===== config.mk =====
export PLATFORM = sky130hd
export DESIGN_NAME = hypot_seq_ctrl
export DESIGN_NICKNAME = d
export VERILOG_FILES = /design/src/rtl/hypot_pkg.sv /design/src/rtl/hypot_sq_unit.sv /design/src/rtl/hypot_seq_ctrl.sv
export SDC_FILE = /design/constraint.sdc
export NUM_CORES = 1
export LEC_CHECK = 0
export CAP_MARGIN = 30
export CELL_PAD_IN_SITES_DETAIL_PLACEMENT = 1
export CELL_PAD_IN_SITES_GLOBAL_PLACEMENT = 2
export CORE_UTILIZATION = 37
export CTS_CLUSTER_SIZE = 40
export DETAILED_ROUTE_END_ITERATION = 8
export PLACE_DENSITY = 0.89
export SYNTH_ARGS = -nofsm -noshare
export SYNTH_HDL_FRONTEND = slang
export SYNTH_SLANG_ARGS = --single-unit

===== constraint.sdc =====
create_clock -name clk -period 2.7 [get_ports clk]
set_clock_uncertainty 0.15 [all_clocks]
set_input_delay 0.54 -clock clk [delete_from_list [all_inputs] [get_ports clk]]
set_output_delay 0.54 -clock clk [all_outputs]
set_load 0.1 [all_outputs]

===== src/rtl/hypot_pkg.sv =====
// Shared types and widths for the sequenced hypotenuse datapath.
// Controller states, derived widths and fixed latency.
package hypot_pkg;

    localparam int HW = 8;
    localparam int OPW = HW + 1;
    localparam int PRODW = 2 * HW + 2;
    localparam int SUMW = 2 * HW + 1;
    localparam int LAT = (HW + 3) * (HW + 2) + 1;

    typedef enum logic [2:0] {
        IDLE,
        SQ_X,
        SQ_Y,
        ROOT,
        DONE
    } state_t;

endpackage


===== src/rtl/hypot_sq_unit.sv =====
// Iterative shift-add squarer shared by all jobs of the controller.
// The load edge performs the first partial product; W more edges follow.
module hypot_sq_unit
    import hypot_pkg::*;
#(
    parameter int W = HW
) (
    input  logic           clk,
    input  logic           rst_n,
    input  logic           ena,
    input  logic           go,
    input  logic [W:0]     op,
    output logic           sq_done,
    output logic [2*W+1:0] prod
);

    localparam int OPW_L = W + 1;
    localparam int PRODW_L = 2 * W + 2;
    localparam int CW = $clog2(W + 1);

    logic                running;
    logic [CW-1:0]       cnt;
    logic [PRODW_L-1:0]  mcand;
    logic [OPW_L-1:0]    mplier;
    logic [PRODW_L-1:0]  op_ext;

    assign op_ext = PRODW_L'(op);

    // Load on go when idle, then shift-add until the multiplier is consumed.
    always_ff @(posedge clk or negedge rst_n) begin
        if (!rst_n) begin
            running <= 1'b0;
            cnt     <= '0;
            mcand   <= '0;
            mplier  <= '0;
            prod    <= '0;
            sq_done <= 1'b0;
        end else if (ena) begin
            sq_done <= 1'b0;
            if (!running) begin
                if (go) begin
                    running <= 1'b1;
                    mcand   <= op_ext << 1;
                    mplier  <= op >> 1;
                    prod    <= op[0] ? op_ext : '0;
                    cnt     <= CW'(W);
                end
            end else begin
                if (mplier[0]) begin
                    prod <= prod + mcand;
                end
                mcand  <= mcand << 1;
                mplier <= mplier >> 1;
                cnt    <= cnt - CW'(1);
                if (cnt == CW'(1)) begin
                    running <= 1'b0;
                    sq_done <= 1'b1;
                end
            end
        end
    end

endmodule


===== src/rtl/hypot_seq_ctrl.sv =====
// Sequencing controller: x^2 + y^2 then a bit-by-bit integer root,
// all squares computed on one shared iterative squarer.
module hypot_seq_ctrl
    import hypot_pkg::*;
#(
    parameter int W = HW
) (
    input  logic           clk,
    input  logic           rst_n,
    input  logic           ena,
    input  logic           start,
    input  logic [W-1:0]   x_in,
    input  logic [W-1:0]   y_in,
    output logic           busy,
    output logic           done,
    output logic [W:0]     result,
    output logic [2*W:0]   sum_sq
);

    localparam int OPW_L = W + 1;
    localparam int PRODW_L = 2 * W + 2;
    localparam int SUMW_L = 2 * W + 1;
    localparam int BW = $clog2(W + 1);

    state_t               state;
    logic [W-1:0]         x_r;
    logic [W-1:0]         y_r;
    logic [SUMW_L-1:0]    acc;
    logic [OPW_L-1:0]     root;
    logic [BW-1:0]        b;
    logic                 go;
    logic                 kick;

    logic [OPW_L-1:0]     cand;
    logic [OPW_L-1:0]     op;
    logic [OPW_L-1:0]     root_nxt;
    logic                 fits;
    logic                 sq_done;
    logic [PRODW_L-1:0]   prod;

    assign cand = root | (OPW_L'(1) << b);
    assign fits = prod <= PRODW_L'(acc);
    assign root_nxt = fits ? cand : root;

    // Route the operand of the job currently owning the squarer.
    always_comb begin
        op = '0;
        unique case (state)
            SQ_X:    op = {1'b0, x_r};
            SQ_Y:    op = {1'b0, y_r};
            ROOT:    op = cand;
            default: op = '0;
        endcase
    end

    hypot_sq_unit #(
        .W(W)
    ) u_sq (
        .clk    (clk),
        .rst_n  (rst_n),
        .ena    (ena),
        .go     (go),
        .op     (op),
        .sq_done(sq_done),
        .prod   (prod)
    );

    // Controller FSM with registered handshake and result outputs.
    always_ff @(posedge clk or negedge rst_n) begin
        if (!rst_n) begin
            state  <= IDLE;
            x_r    <= '0;
            y_r    <= '0;
            acc    <= '0;
            root   <= '0;
            b      <= '0;
            go     <= 1'b0;
            kick   <= 1'b0;
            busy   <= 1'b0;
            done   <= 1'b0;
            result <= '0;
            sum_sq <= '0;
        end else if (ena) begin
            go <= 1'b0;
            unique case (state)
                IDLE: begin
                    if (start) begin
                        x_r   <= x_in;
                        y_r   <= y_in;
                        acc   <= '0;
                        root  <= '0;
                        kick  <= 1'b1;
                        busy  <= 1'b1;
                        state <= SQ_X;
                    end
                end
                SQ_X: begin
                    if (kick) begin
                        go   <= 1'b1;
                        kick <= 1'b0;
                    end
                    if (sq_done) begin
                        acc   <= prod[SUMW_L-1:0];
                        go    <= 1'b1;
                        state <= SQ_Y;
                    end
                end
                SQ_Y: begin
                    if (sq_done) begin
                        acc   <= acc + prod[SUMW_L-1:0];
                        b     <= BW'(W);
                        go    <= 1'b1;
                        state <= ROOT;
                    end
                end
                ROOT: begin
                    if (sq_done) begin
                        root <= root_nxt;
                        if (b == '0) begin
                            busy   <= 1'b0;
                            done   <= 1'b1;
                            result <= root_nxt;
                            sum_sq <= acc;
                            state  <= DONE;
                        end else begin
                            b  <= b - BW'(1);
                            go <= 1'b1;
                        end
                    end
                end
                DONE: begin
                    done <= 1'b0;
                    if (start) begin
                        x_r   <= x_in;
                        y_r   <= y_in;
                        acc   <= '0;
                        root  <= '0;
                        kick  <= 1'b1;
                        busy  <= 1'b1;
                        state <= SQ_X;
                    end else begin
                        state <= IDLE;
                    end
                end
                default: state <= IDLE;
            endcase
        end
    end

endmodule


* After elaboration in Yosys (flattened, before gate mapping)
Cells that the tools add are included.
** Operators by class
- Reduce and logical (&&, ||, !) cells :: 20
- Shifts and indexed selects :: 1
- Bitwise logic cells :: 1
- Equality and inequality tests :: 13
- $lt $le $gt $ge :: 1
- Mux-type cells :: 49
- $add $sub $neg :: 4
** Operators by type and width (number)
- $mux W18 :: 5
- $mux W9 :: 6
- $mux W17 :: 3
- $pmux W17 S3 :: 1
- $pmux W9 S3 :: 1
- $mux W4 :: 5
- $add A18 B18 Y18 :: 1
- $le A18 B17 Y1 :: 1
- $pmux W9 S2 :: 1
- $add A17 B17 Y17 :: 1
- $mux W1 :: 16
- $mux W3 :: 5
- $pmux W3 S5 :: 1
- $reduce_and A5 Y1 :: 3
- $reduce_and A4 Y1 :: 3
- $reduce_bool A2 Y1 :: 5
- $or A9 B9 Y9 :: 1
- $reduce_and A3 Y1 :: 3
- $shl A1 B4 Y9 const A :: 1
- $ne A2 B1 Y1 const B :: 4
- $ne A2 B2 Y1 const B :: 4
- $pmux W4 S2 :: 1
- $sub A4 B1 Y4 const B :: 2
- $eq A3 B2 Y1 const B :: 2
- 11 further kinds :: 13
** Storage, ports and cells
- Flip-flop bits (word level) :: 130
- Input bits :: 20
- Word-level logic and storage cells :: 107
- Output and inout port bits :: 28

* Longest topological paths before layout
Gate-level depths: netlist of run 1.
- Depth in word-level cells :: 6
- Mapped depth :: 11
- Mapped depth without buffers :: 10

* By module
From an unflattened synthesis of run 1, not the netlist that was laid out.
** Second synthesis, totals
- Cells, all modules :: 866
- Area total of the unflattened synthesis :: 7623.6 sq um
** Modules (own cells, without submodules)
- hypot_seq_ctrl :: cells an instance 549, sequential area each 1976.9 sq um, instances 1, area an instance 4728.3 sq um
- hypot_sq_unit :: cells an instance 317, sequential area each 1226.2 sq um, instances 1, area an instance 2895.3 sq um

* Least setup slack after synthesis of run 1
Ideal clock, no wire load.
- Path kind :: register to register
- Start point :: reg u_sq.prod[1]
- End point :: reg u_sq.prod[17]
- Data required time :: 2.446 ns
- Library setup time :: 0.104 ns
- Period minus slack after synthesis :: 2.496 ns
- Slack :: 0.204 ns
- Path buffers :: 0
- Data arrival time :: 2.243 ns
- Stages on the path, launching flop included :: 10
- Cell sequence :: dfrtp_1 -> ha_1 -> fa_1 -> a211oi_1 -> o31ai_2 -> o221a_2 -> o21ai_0 -> xnor2_1 -> nand4_1 -> o311ai_1
** On the way
- Word-level cells in the longest chain between the ends :: 3
** Ends and longest elaborated chain
- start, declared :: RTL line hypot_sq_unit.sv:14 : output logic [2*W+1:0] prod
- start signal, assigned :: RTL line hypot_sq_unit.sv:45 : prod <= op[0] ? op_ext : '0;
- start signal, assigned :: RTL line hypot_sq_unit.sv:50 : prod <= prod + mcand;
- $add A18 B18 Y18 :: RTL line hypot_sq_unit.sv:50
- $mux W18 :: RTL line hypot_sq_unit.sv:49 : if (mplier[0]) begin
- $mux W18 :: RTL line hypot_sq_unit.sv:40 : if (!running) begin
Every way passes these cells. The select of a mux whose other input is x is not followed.
A chain may end at the register's enable or synchronous reset.

* Worst setup path after layout of run 1
- Start point :: reg acc[1]
- End point :: reg acc[13]
** On the way
- Word-level cells in the longest chain between the ends :: 3
** Ends and longest elaborated chain
- start, declared :: RTL line hypot_seq_ctrl.sv:28 : logic [SUMW_L-1:0] acc;
- start signal, assigned :: RTL line hypot_seq_ctrl.sv:103 : acc <= prod[SUMW_L-1:0];
- start signal, assigned :: RTL line hypot_seq_ctrl.sv:110 : acc <= acc + prod[SUMW_L-1:0];
- $add A17 B17 Y17 :: RTL line hypot_seq_ctrl.sv:110
- $mux W17 :: RTL line hypot_seq_ctrl.sv:109 : if (sq_done) begin
- $pmux W17 S3 :: RTL line hypot_seq_ctrl.sv:85 : unique case (state)
Every way passes these cells. The select of a mux whose other input is x is not followed.

==> results by stage, run 1 <==
Die:
- The initial utilization of the core area, before any placement, comes to 38.09%.
- The total area inside the core boundary comes to just under 20000 sq um.
- The floorplan has a little over 50 rows.
- 48 I/O pins were placed.
- Measured along the y axis, the die boundary spans about 140 um.
- The die area is ~21000 sq um.
- The horizontal extent of the die is 144.2 um.

Logic synthesis:
- The synthesized instance count is 851.
- The count of cell types in the netlist is 63.
- Counting flops and latches in the post-synthesis netlist gives approximately 130.
- Ranked by instance count, the synthesized netlist is headed by sky130_fd_sc_hd__nand2_1 (165), sky130_fd_sc_hd__dfrtp_1 (128), sky130_fd_sc_hd__o21ai_0 (80), sky130_fd_sc_hd__a21oi_1 (73), sky130_fd_sc_hd__ha_1 (56).
- The number of synthesized flops with an enable pin is 0.
- In the post-synthesis netlist, the biggest area contributors are sky130_fd_sc_hd__dfrtp_1 (43%), sky130_fd_sc_hd__ha_1 (9.4%), sky130_fd_sc_hd__nand2_1 (8.3%).
- Dividing the synthesized area by the synthesized cell count gives ~9 sq um.
- The proportion of synthesized chip area in sequential cells is between 40 and 50%.
- Among all flip-flop cells after synthesis, the most frequent one is sky130_fd_sc_hd__dfrtp_1.
- After synthesis, the share of flip-flops with an asynchronous set or reset is 100.0%.
- The number of nets handed over by synthesis was 929.
- The number of warnings printed during yosys synthesis is 0.
- The top cell type's share of synthesized area is roughly 43%.
- The combined area of all synthesized cells is about 7500 sq um.
- The most common cell in the netlist is sky130_fd_sc_hd__nand2_1.
- The largest area contributor in the synthesized netlist is sky130_fd_sc_hd__dfrtp_1.

Layout:
- The layout has between 2k and 2.5k filler cells.
- The area of combinational cells with multiple inputs is between 4000 and 5000 sq um.
- Cells fill 47.38% of the core in the end.
- The footprint of the flip-flops and latches is 3204 sq um.
- The area growth from synthesis to layout is 24.39%.
- The number of nets in the layout is slightly above 1k.
- The proportion of layout cells with a drive suffix above 1 is 16.16%.
- The final cell count without fillers is between 1k and 1.5k.
- The number of antenna diodes in the final layout is 0.

Critical path:
- The element type at the critical path end is a flop.
- In this run the worst path has a maximum fanout of 4.
- At the worst endpoint, the required time is between 2000 and 3000 ps.
- The cell at the slowest stage of the critical path is sky130_fd_sc_hd__dfrtp_1.
- The delay contributed by the slowest stage of the critical path is 390 ps.
- The depth of the worst register-to-register path is 10.
- The arrival time of data at the critical path endpoint is roughly 2800 ps.
- The category of the worst setup path launch point is a flop.
- The critical path goes through inv_1 > ha_1 > nor2b_1 > o211ai_1 > a31oi_1 > a311oi_1 > buf_4 > o31ai_1 > xnor2_1 > o221ai_1.
- The setup path with the least slack is of type reg2reg.

Routing:
- Before antenna repair, the detailed router went through 6 iterations.
- The count of antenna-violating nets left after detailed routing is 0.
- The overall via count from detail_route is roughly 6.6k.
- After detailed routing, the average wire length per cell comes to 18.45 um.
- The final wirelength is ~22000 um.
- In the routed design, unresolved DRC markers number 0.
- For this block, the initial DRC count from the detailed router was ~440.
- The average vias per placed instance is around 5.5.

Global routing:
- After global routing the overflow that remains totals 0.
- The first global-routing pass estimated approximately 36000 um of wire.
- Global routing used 22.57% of the available tracks across all layers.
- The via count of the first global-routing pass is approximately 6.7k.
- The maximum number of pins on one net before global-route repair is slightly above 50.
- The initial antenna violation count is 0.

Place:
- Input and output buffers added on the ports amount to 47.
- The cell total after placement is between 1k and 1.5k.
- The detailed-placement wirelength estimate is approximately 16000 um.
- At the end of routability-driven placement, the weighted congestion stood at roughly 0.90.

Job:
- Across the run, the number of max-cap violations was 0.

STA:
- Of the available clock period, the critical path in the final layout requires 97.39%.
- The count of final max-slew check failures is 0.
- The total setup violations reported at the end of the flow is 0.
- The worst-margin pin slew is approximately 630 ps.
- The final number of hold-violating endpoints was 0.
- Setup repair after global routing could not meet its margin everywhere.
- In this run the tightest slew margin relative to its limit is 57.20%.
- On the final layout, the worst hold slack is around 330 ps.
- After layout, the minimum clock period comes to roughly 2600 ps.
- The maximum clock frequency is 0.3803 GHz.

Hold path:
- Along the worst hold path, the cell count comes to 2.
- The min-delay analysis places its worst path in the category reg2reg.

Clocking:
- Clock tree synthesis found a total of around 130 sinks.
- The root buffer cell is sky130_fd_sc_hd__clkbuf_16.
- In this run, CTS created clock tree buffers numbering 17.
- After clock tree synthesis, the clock-pin slew on the worst setup and hold paths is around 60 ps.
- The source-to-sink clock delay at the later pin of the worst-skew pair is 430 ps.
- The level count of the clock H-tree is 4.
- In this run the deepest clock path goes through 2 buffers.
- The CTS tree is built.

Pwr:
- In this run the static leakage power is approximately 4.3 nW.
- The post-layout total power is ~11 mW.
- IR analysis of the VDD net gives a maximum drop of about 0.51 mV.
- The power per standard cell area is between 1000 and 1500 nW/um^2.

Run status:
- The run finished with clean final reports.
power by group:
group | internal (mW) | total [mW] | switching [mW] | leakage (nW)
registers | 2.51 | 3.10 | 0.584 | 1.69
logic | 1.96 | 5.19 | 3.24 | 2.33
clock network | 1.60 | 2.50 | 0.907 | 0.299
total | 6.07 | 10.8 | 4.73 | 4.32
path summary, 6_finish.rpt:
path	startpoint	slack (ps)	endpoint
max	acc[1]	70	acc[13]
min	x_r[2]	330	x_r[2]
max reg2reg	acc[1]	70	acc[13]
min reg2reg	x_r[2]	330	x_r[2]
max in group asynchronous	rst_n	1320	u_sq.mcand[12]
min in group asynchronous	rst_n	410	y_r[6]
what timing repair did:
item | in CTS | in global routing
hold buffers | 1 | 0
setup buffers | 0 | 3
setup endpoints to repair | 16 | 23
hold endpoints to repair | 29 | 0
pin swaps | 0 | 8
gates cloned | 0 | 0
gates resized for setup | 3 | 29
worst max-delay path: cells and delay by family (launching register included):
kind / cells / cell delay (ps)
AND/OR/NAND/NOR: 1 / 170
adder cells (fa/ha/maj): 1 / 290
XOR/XNOR: 1 / 190
flip-flops: 1 / 390
buffers and inverters: 2 / 330
AO/OA/AOI/OAI: 5 / 980
layer usage:
metal  wire length, um  global-route usage [%]  up-vias
li1                  -                       -     3164
met1             10710                   31.41     3307
met2             10490                   35.85      136
met3               851                   3.907       26
met4               307                   6.427        0
met5                 0                       0        -
sequential cells by signal (all words and copies together), names as in the netlist:
signal        flops
u_sq.sq_done      1
busy              1
result            9
u_sq.prod        18
u_sq.mcand       17
x_r               8
root              9
kick              1
acc              17
u_sq.cnt          4
u_sq.mplier       8
sum_sq           17
b                 4
go                1
done              1
state             3
y_r               8
u_sq.running      1
placed cells by master (no fill, tap or decap), types with 12 or more instances in the layout:
cell                                n
sky130_fd_sc_hd__nand3_1           14
sky130_fd_sc_hd__buf_4             80
sky130_fd_sc_hd__ha_1              50
sky130_fd_sc_hd__inv_1             47
sky130_fd_sc_hd__clkdlybuf4s50_1   18
sky130_fd_sc_hd__nand2_1          165
sky130_fd_sc_hd__nor2_1            43
sky130_fd_sc_hd__clkbuf_16         17
sky130_fd_sc_hd__dfrtp_1          127
sky130_fd_sc_hd__o31ai_1           13
sky130_fd_sc_hd__a21oi_1           70
sky130_fd_sc_hd__xnor2_1           18
sky130_fd_sc_hd__o21ai_0           78
sky130_fd_sc_hd__a31oi_1           12
logic make-up after synthesis:
group / Yosys count / share of synthesized area (%)
muxes: 5 / 0.7020
and+or+nand+nor: 272 / 15.49
adders and majority gates: 58 / 9.895
buffers and inverters: 89 / 4.697
xor gates and xnor gates: 28 / 3.276
DFF: 128 / 42.79
AOI/OAI and AO/OA: 271 / 23.15
per-stage QoR:
| step | setup slack, ps | instance area, sq um | TNS [ps] |
|---|---|---|---|
| 5_1_grt | -32.19 | 9311 | -98.22 |
| 4_1_cts | -42.50 | 9170 | -105.5 |
| 3_5_place_dp | -50.20 | 8511 | -276.7 |
| 6_report | 70.40 | 9311 | 0 |
| 3_3_place_gp | -14.23 | 8511 | -14.23 |
| 2_1_floorplan | 203.6 | 7486 | 0 |
layout make-up:
class	instances	share of cell area, %
clock buffers	20	4.905
clock inverters	12	1.948
inverters	49	1.975
multi-input cells	634	43.72
flip-flops and latches	128	34.41
well taps	265	3.561
repair buffers	104	9.473
No activity file was read; power rests on OpenSTA's default activity.
==> run 2: changes to the inputs <==
--- a/config.mk
+++ b/config.mk
@@ -8,10 +8,10 @@
 export CAP_MARGIN = 30
 export CELL_PAD_IN_SITES_DETAIL_PLACEMENT = 1
 export CELL_PAD_IN_SITES_GLOBAL_PLACEMENT = 2
-export CORE_UTILIZATION = 37
+export CORE_UTILIZATION = 40
 export CTS_CLUSTER_SIZE = 40
 export DETAILED_ROUTE_END_ITERATION = 8
-export PLACE_DENSITY = 0.89
+export PLACE_DENSITY = 0.94
 export SYNTH_ARGS = -nofsm -noshare
 export SYNTH_HDL_FRONTEND = slang
 export SYNTH_SLANG_ARGS = --single-unit
==> constraint.sdc (replaced) <==
create_clock -name clk -period 3.3 [get_ports clk]
set_clock_uncertainty 0.15 [all_clocks]
set_input_delay 0.66 -clock clk [delete_from_list [all_inputs] [get_ports clk]]
set_output_delay 0.66 -clock clk [all_outputs]
set_load 0.1 [all_outputs]
==> run 2 against run 1 <==
Against the previous run: the run now ends with DRC left; register-to-register slack improved by 290 ps; combinational power decreased by 29%; worst setup slack improved by 290 ps; core utilization increased by 1.0 points; via count decreased by 2.2%; non-clock buffer count decreased by 37; critical path type unchanged; critical endpoint is now u_sq.prod[15].
==> results by stage, run 2 (synthesis results as in run 1) <==
Clocking:
- The post-cts hold buffer count is 0.
- Clock tree synthesis selected as its root buffer the cell sky130_fd_sc_hd__clkbuf_16.
- For the worst-skew pair, the clock arrives at the later sink with an insertion delay of between 400 and 500 ps.
- The CTS tree is built.
- The maximum number of buffers from clock root to sink is 2.
- The number of setup buffers added after CTS is 0.
- In this run, CTS created clock tree buffers numbering 17.
- The number of sinks on the clock net is about 130.
- The clock-pin slew reported for the worst setup and hold paths after clock tree synthesis is roughly 60 ps.
- The H-tree was split into 4 levels.
- The count of cells resized by post-cts repair is 0.

Place:
- After detailed placement, the design holds a cell count of approximately 1.1k.
- The detailed-placement wirelength estimate is 15090 um.
- The area after detailed placement is slightly above 8000 sq um.
- Buffers placed on the I/O ports in this run total 47.
- The routability congestion estimate is ~0.85.

Routing:
- For this block, the routed nets add up to roughly 21000 um of wire.
- The average vias per placed instance is approximately 5.7.
- For this block, the initial DRC count from the detailed router was approximately 380.
- The routed wire length per instance is 18.64 um.
- The total DRC errors in the routed layout is 3.
- The overall via count from detail_route is roughly 6.5k.
- The detail route stage leaves a number of antenna-violating nets equal to 0.
- The number of iterations in the first detailed-routing pass is 7.

Run status:
- The final reports fail on DRC.
- The flow ran to the end, but the final reports show violations.

Layout:
- The final non-filler cell area is around 8800 sq um.
- The library cell used most frequently in the layout, excluding fill and tap cells, is sky130_fd_sc_hd__nand2_1.
- After the last flow step, the layout net total stands at 975.
- The area added between synthesis and finish is 17.27%.
- Leaving out fill and tap cells, the most frequent cells in the layout are sky130_fd_sc_hd__nand2_1 (165), sky130_fd_sc_hd__dfrtp_1 (128), sky130_fd_sc_hd__o21ai_0 (80).
- Ranked by flip-flop count, first place goes to u_sq.prod.
- Of the cells placed in the final design, the portion with a size suffix greater than 1 is between 10% and 20%.
- The filler cell count in the final layout is 2110.
- The final cell count without fillers is around 1.1k.
- The flip-flop count of the largest register, all copies and words added is 18.
- The number of inserted diodes is 0.

Global routing:
- In the global route stage, overall resource usage came out at a little under a quarter.
- The initial antenna violation count was 0.
- The via count of the first global-routing pass was between 6k and 7k.
- The wire length of the first global-routing pass is 35980 um.
- The maximum number of pins on one net before global-route repair is 73.
- The total overflow left after global routing is 0.

Job:
- The tool flagged a number of max-cap violations equal to 0.

Critical path:
- The type of the worst setup path is reg2reg.
- The endpoint identified for the worst register-to-register timing path is u_sq.prod[15].
- The startpoint of the most critical register-to-register path is u_sq.prod[1].
- The element type at the critical path end is a flop.
- The depth of the worst register-to-register path is 9.
- STA classifies the critical path startpoint as a flop.
- Along the worst path, the maximum fanout reaches 5.
- For flop-to-flop paths, the worst setup slack is roughly 370 ps.
- Data on the critical path arrives at its endpoint at between 3000 and 4000 ps.
- The required time of the critical path is between 3000 and 4000 ps.

STA:
- Setup violations remaining at the end of the flow were counted as 0.
- The maximum clock frequency is approximately 0.34 GHz.
- The count of final max-slew check failures came to 0.
- The final critical path takes up 88.94% of the cycle.
- The final number of hold-violating endpoints is 0.
- Summed over all failing endpoints, the final setup total negative slack is 0 ps.
- Setup repair after global routing left no endpoint under its margin.
- The post-route minimum period is between 2000 and 3000 ps.
- For the pin with the worst max-slew slack, the measured transition is around 810 ps.
- The headroom to the max-slew limit is 45.79%.

Pwr:
- The completed layout was analyzed and its total power is 8.232 mW.
- The maximum vdd ir drop is 0.4581 mV.
- The power per standard cell area is around 940 nW/um^2.
- The standby leakage power is roughly 4.1 nW.

Die:
- The die area is between 15000 and 20000 sq um.
- Row generation in the floorplan step produced 49 rows.
- The initial standard-cell utilization of the core is around two fifths.
- The die is approximately 140 um wide.
- The count of boundary I/O pins is 48.
- The die is 138.8 um tall.
- The region available for standard cell placement spans around 18000 sq um.

Hold path:
- The worst hold-check path type is in2async.
[run 2: changes by cell type in the layout (fill, tap and decap cells not counted), moves of 4 or more]
cell and delta:
sky130_fd_sc_hd__buf_12 -4, sky130_fd_sc_hd__buf_4 -32, sky130_fd_sc_hd__ha_1 +6, sky130_fd_sc_hd__ha_2 -6
[run 2: critical path, cell delays in order, from the launching register on]
cell and delay (ps):
sky130_fd_sc_hd__dfrtp_1 430, sky130_fd_sc_hd__ha_1 270, sky130_fd_sc_hd__fa_1 440, sky130_fd_sc_hd__a211oi_1 310, sky130_fd_sc_hd__o31ai_2 150, sky130_fd_sc_hd__a21oi_1 300, sky130_fd_sc_hd__o21ai_0 170, sky130_fd_sc_hd__a21oi_1 210
sky130_fd_sc_hd__xor2_1 90, sky130_fd_sc_hd__o21ai_0 290
[run 2: where the power goes]
part / leakage, nW / total (mW) / internal, mW / switching [mW]
clock: 0.297 / 1.98 / 1.28 / 0.703
sequential: 1.69 / 2.59 / 2.06 / 0.530
combinational: 2.13 / 3.66 / 1.30 / 2.36
[run 2: how the worst max path moves through the flow]
stage                 start       endpoint  slack (ps)  cells after the start
2_1_floorplan  u_sq.prod[1]  u_sq.prod[17]         800                      9
3_3_place_gp   u_sq.prod[1]  u_sq.prod[15]         440                      9
3_5_place_dp   u_sq.prod[1]  u_sq.prod[15]         430                      9
4_1_cts        u_sq.prod[1]  u_sq.prod[15]         390                      9
5_1_grt        u_sq.prod[1]  u_sq.prod[15]         190                      9
6_report       u_sq.prod[1]  u_sq.prod[15]         370                      9
[run 2: layout make-up]
| type | instances | area [sq um] | area share, % |
|---|---|---|---|
| clock inverter | 10 | 160.2 | 1.824 |
| multi-input combinational | 634 | 3943 | 44.91 |
| inverter | 49 | 183.9 | 2.095 |
| timing repair buffer | 67 | 551.8 | 6.286 |
| tap | 229 | 286.5 | 3.264 |
| clock buffer | 21 | 450.4 | 5.131 |
| sequential | 128 | 3203 | 36.49 |
[run 2: metrics by stage]
stage	setup WS [ps]	hold WS, ps	utilization (%)
6_report	365.0	100.9	48.37
5_1_grt	190.9	148.8	48.37
4_1_cts	392.5	130.2	48.37
3_5_place_dp	425.7	314.7	45.01
3_3_place_gp	444.4	310.7	45.01
2_1_floorplan	803.6	214.4	-
[run 2: metal layers]
layer	wire [um]	global-route usage, %	vias to the layer above
li1	-	-	3103
met1	10230	32.38	3230
met2	9989	38.28	127
met3	692	3.591	25
met4	301	7.544	0
met5	0	0	-
==> run 3: changes to the inputs <==
--- a/config.mk
+++ b/config.mk
@@ -11,7 +11,9 @@
 export CORE_UTILIZATION = 40
 export CTS_CLUSTER_SIZE = 40
 export DETAILED_ROUTE_END_ITERATION = 8
+export MAX_ROUTING_LAYER = met4
 export PLACE_DENSITY = 0.94
 export SYNTH_ARGS = -nofsm -noshare
 export SYNTH_HDL_FRONTEND = slang
 export SYNTH_SLANG_ARGS = --single-unit
+export TNS_END_PERCENT = 100
==> run 3 against run 2 <==
Against the previous run: the run still ends with DRC left; critical path depth did not move; global-route usage rose by 0.74 points; worst setup slack better by 15 ps; worst hold slack lost 5.3 ps; routed wire length is essentially flat; via count is essentially flat; register-to-register slack is essentially flat; critical endpoint unchanged; total power barely moved; count of clock-buffer cells in the layout unchanged; fmax rose by 0.50%.
==> results by stage, run 3 (synthesis results as in run 1) <==
Run status:
- The flow ran to the end, but the final reports show violations.
- The final reports fail on DRC.

Critical path:
- The element type at the critical path end is a flop.
- The signal on the critical path passes through ha_1 > fa_1 > a211oi_1 > o31ai_2 > a21oi_1 > o21ai_0 > a21oi_1 > xor2_1 > o21ai_0.
- The depth of the worst register-to-register path is 9.
- On the critical path, the stage with the largest delay is an instance of sky130_fd_sc_hd__fa_1.
- The arrival time of data at the critical path endpoint is about 3100 ps.
- The sum of buffers and inverters on the critical path is 0.
- Grouping stages by cell kind, the critical path spends the most delay in compound AO/OA/AOI/OAI gates.
- The delay contributed by the slowest stage of the critical path is approximately 440 ps.
- STA puts the critical path data required time at about 3500 ps.
- Counting buffers and inverters, the worst setup path is 9 cells deep.
- The critical path is of the reg2reg type.
- STA classifies the critical path startpoint as a flop.
- The maximum net fanout on the critical path is 5.

Place:
- The post-placement worst setup slack is 425.7 ps.
- The detailed-placement wirelength estimate is 15090 um.
- The routability congestion estimate is about 0.86.
- The count of port buffers added during placement is 47.

Layout:
- Relative to the synthesized area, the layout overhead comes to 17.27%.
- The register with the most flip-flops in the layout has 18 of them.
- In the final layout, the share of cells above drive strength 1 is 10.12%.
- In the final layout, the multi-input gates occupy 3943 sq um.
- The number of inserted diodes is 0.
- Across the whole layout, storage elements account for around 3200 sq um.
- u_sq.prod holds more flip-flops than any other register.
- Fill cells in the final layout number about 2.1k.
- The net count of the finished layout is between 900 and 1k.
- The library cell used most frequently in the layout, excluding fill and tap cells, is sky130_fd_sc_hd__nand2_1.
- The top cell types in the final layout, fill and taps aside, are sky130_fd_sc_hd__nand2_1 (165), sky130_fd_sc_hd__dfrtp_1 (128), sky130_fd_sc_hd__o21ai_0 (80).

STA:
- Setup slack on the critical path of the routed design comes to 379.6 ps.
- For the pin with the worst max-slew slack, the measured transition is ~800 ps.
- The post-route minimum period is between 2000 and 3000 ps.
- The total setup violations reported at the end of the flow is 0.
- Setup repair after global routing left no endpoint under its margin.
- The count of final max-slew check failures is 0.
- The ratio of final minimum period to clock period is 88.50%.
- The headroom to the max-slew limit is 46.49%.
- The final number of hold-violating endpoints is 0.
- Summed over all failing endpoints, the final setup total negative slack is 0 ps.
- The maximum clock frequency is 0.3424 GHz.

Die:
- The die area is around 19000 sq um.
- The core outline area is roughly 18000 sq um.
- The floorplan has 49 rows.
- Once the floorplan was initialized, standard cells occupied between 40% and 50% of the core.
- The count of boundary I/O pins is 48.
- The horizontal extent of the die is 138.8 um.
- The height of the die is around 140 um.

Global routing:
- The total congestion overflow is 0.
- Entering global routing, the biggest net connects 73 pins.
- The first global-routing pass estimated 35940 um of wire.
- The initial antenna violation count is 0.
- The overall track demand over capacity in global routing is approximately 24%.
- The via count of the first global-routing pass was around 6.8k.

Pwr:
- The standby leakage power is 4.119 nW.
- The power per standard cell area is 937.3 nW/um^2.
- The maximum vdd ir drop is roughly 0.46 mV.

Hold path:
- The tightest min-delay check is of the in2async type.

Routing:
- After detailed routing, the average wire length per cell comes to about 19 um.
- The count of antenna-violating nets left after detailed routing is 0.
- The number of iterations in the first detailed-routing pass is 7.
- For this run, design rule violations remaining after detail routing come to 3.
- For this block, the initial DRC count from the detailed router was between 300 and 400.
- The final wirelength is around 21000 um.
- The routed layout has 6487 vias.
- The average vias per placed instance is 5.700.

Clocking:
- The tree is rooted in a sky130_fd_sc_hd__clkbuf_16.
- The clock net in this run drives a total of 128 sinks.
- The later pin in the worst-skew pair is clocked with a latency of between 400 and 500 ps.
- The post-cts hold buffer count is 0.
- In this run the number of H-tree levels came out at 4.
- Clock-pin slew was measured on the worst setup and hold paths at approximately 60 ps.
- Counting the buffers created by CTS gives 17.
- The number of buffers inserted by post-CTS setup repair is 0.
- TritonCTS built the clock tree.
- The clock passes through at most 2 buffers.
- Gates resized during post-CTS repair numbered 0.

Job:
- The count of max-cap constraint violations is 0.
run 3: cell counts in the layout (fill, tap and decap cells not counted):
Identical to the previous run, type by type.
run 3: final cells by class:
class                   count  area share (%)
multi-input cells         634           44.91
flip-flops and latches    128           36.49
repair buffers             67           6.286
clock buffers              21           5.131
well taps                 229           3.264
inverters                  49           2.095
clock inverters            10           1.824
run 3: power by group:
| part | internal, mW | switching, mW | leakage (nW) |
|---|---|---|---|
| clock network | 1.28 | 0.707 | 0.297 |
| registers | 2.06 | 0.533 | 1.69 |
| logic | 1.30 | 2.35 | 2.13 |
| total | 4.64 | 3.59 | 4.12 |
run 3: worst paths after layout:
| check | startpoint | endpoint | slack [ps] |
|---|---|---|---|
| min in group clk | x_r[5] | x_r[5] | 330 |
| min reg2reg | x_r[5] | x_r[5] | 330 |
| max reg2reg | u_sq.prod[1] | u_sq.prod[15] | 380 |
| max in group asynchronous | rst_n | u_sq.prod[15] | 2110 |
| max | u_sq.prod[1] | u_sq.prod[15] | 380 |
| min | rst_n | u_sq.cnt[0] | 100 |
run 3: layer usage:
| metal | wire (um) | share of wire, % | track usage, % | up-vias |
|---|---|---|---|---|
| met5 | 0 | 0 | - | - |
| met4 | 346 | 1.6 | 7.544 | 0 |
| met3 | 710 | 3.3 | 3.591 | 30 |
| met2 | 9997 | 47 | 38.30 | 121 |
| met1 | 10170 | 48 | 32.38 | 3234 |
| li1 | - | - | - | 3102 |
run 3: per-stage QoR:
step	power (mW)	hold slack, ps	cells	utilization, %	instance area (sq um)
finish	8.228	95.54	1138	48.37	8778
global route	8.837	148.9	1138	48.37	8778
CTS	8.254	130.2	1138	48.37	8778
detailed placement	6.187	314.7	1107	45.01	8168
global placement	6.082	310.7	1107	45.01	8168
floorplan	5.161	214.4	851	-	7486
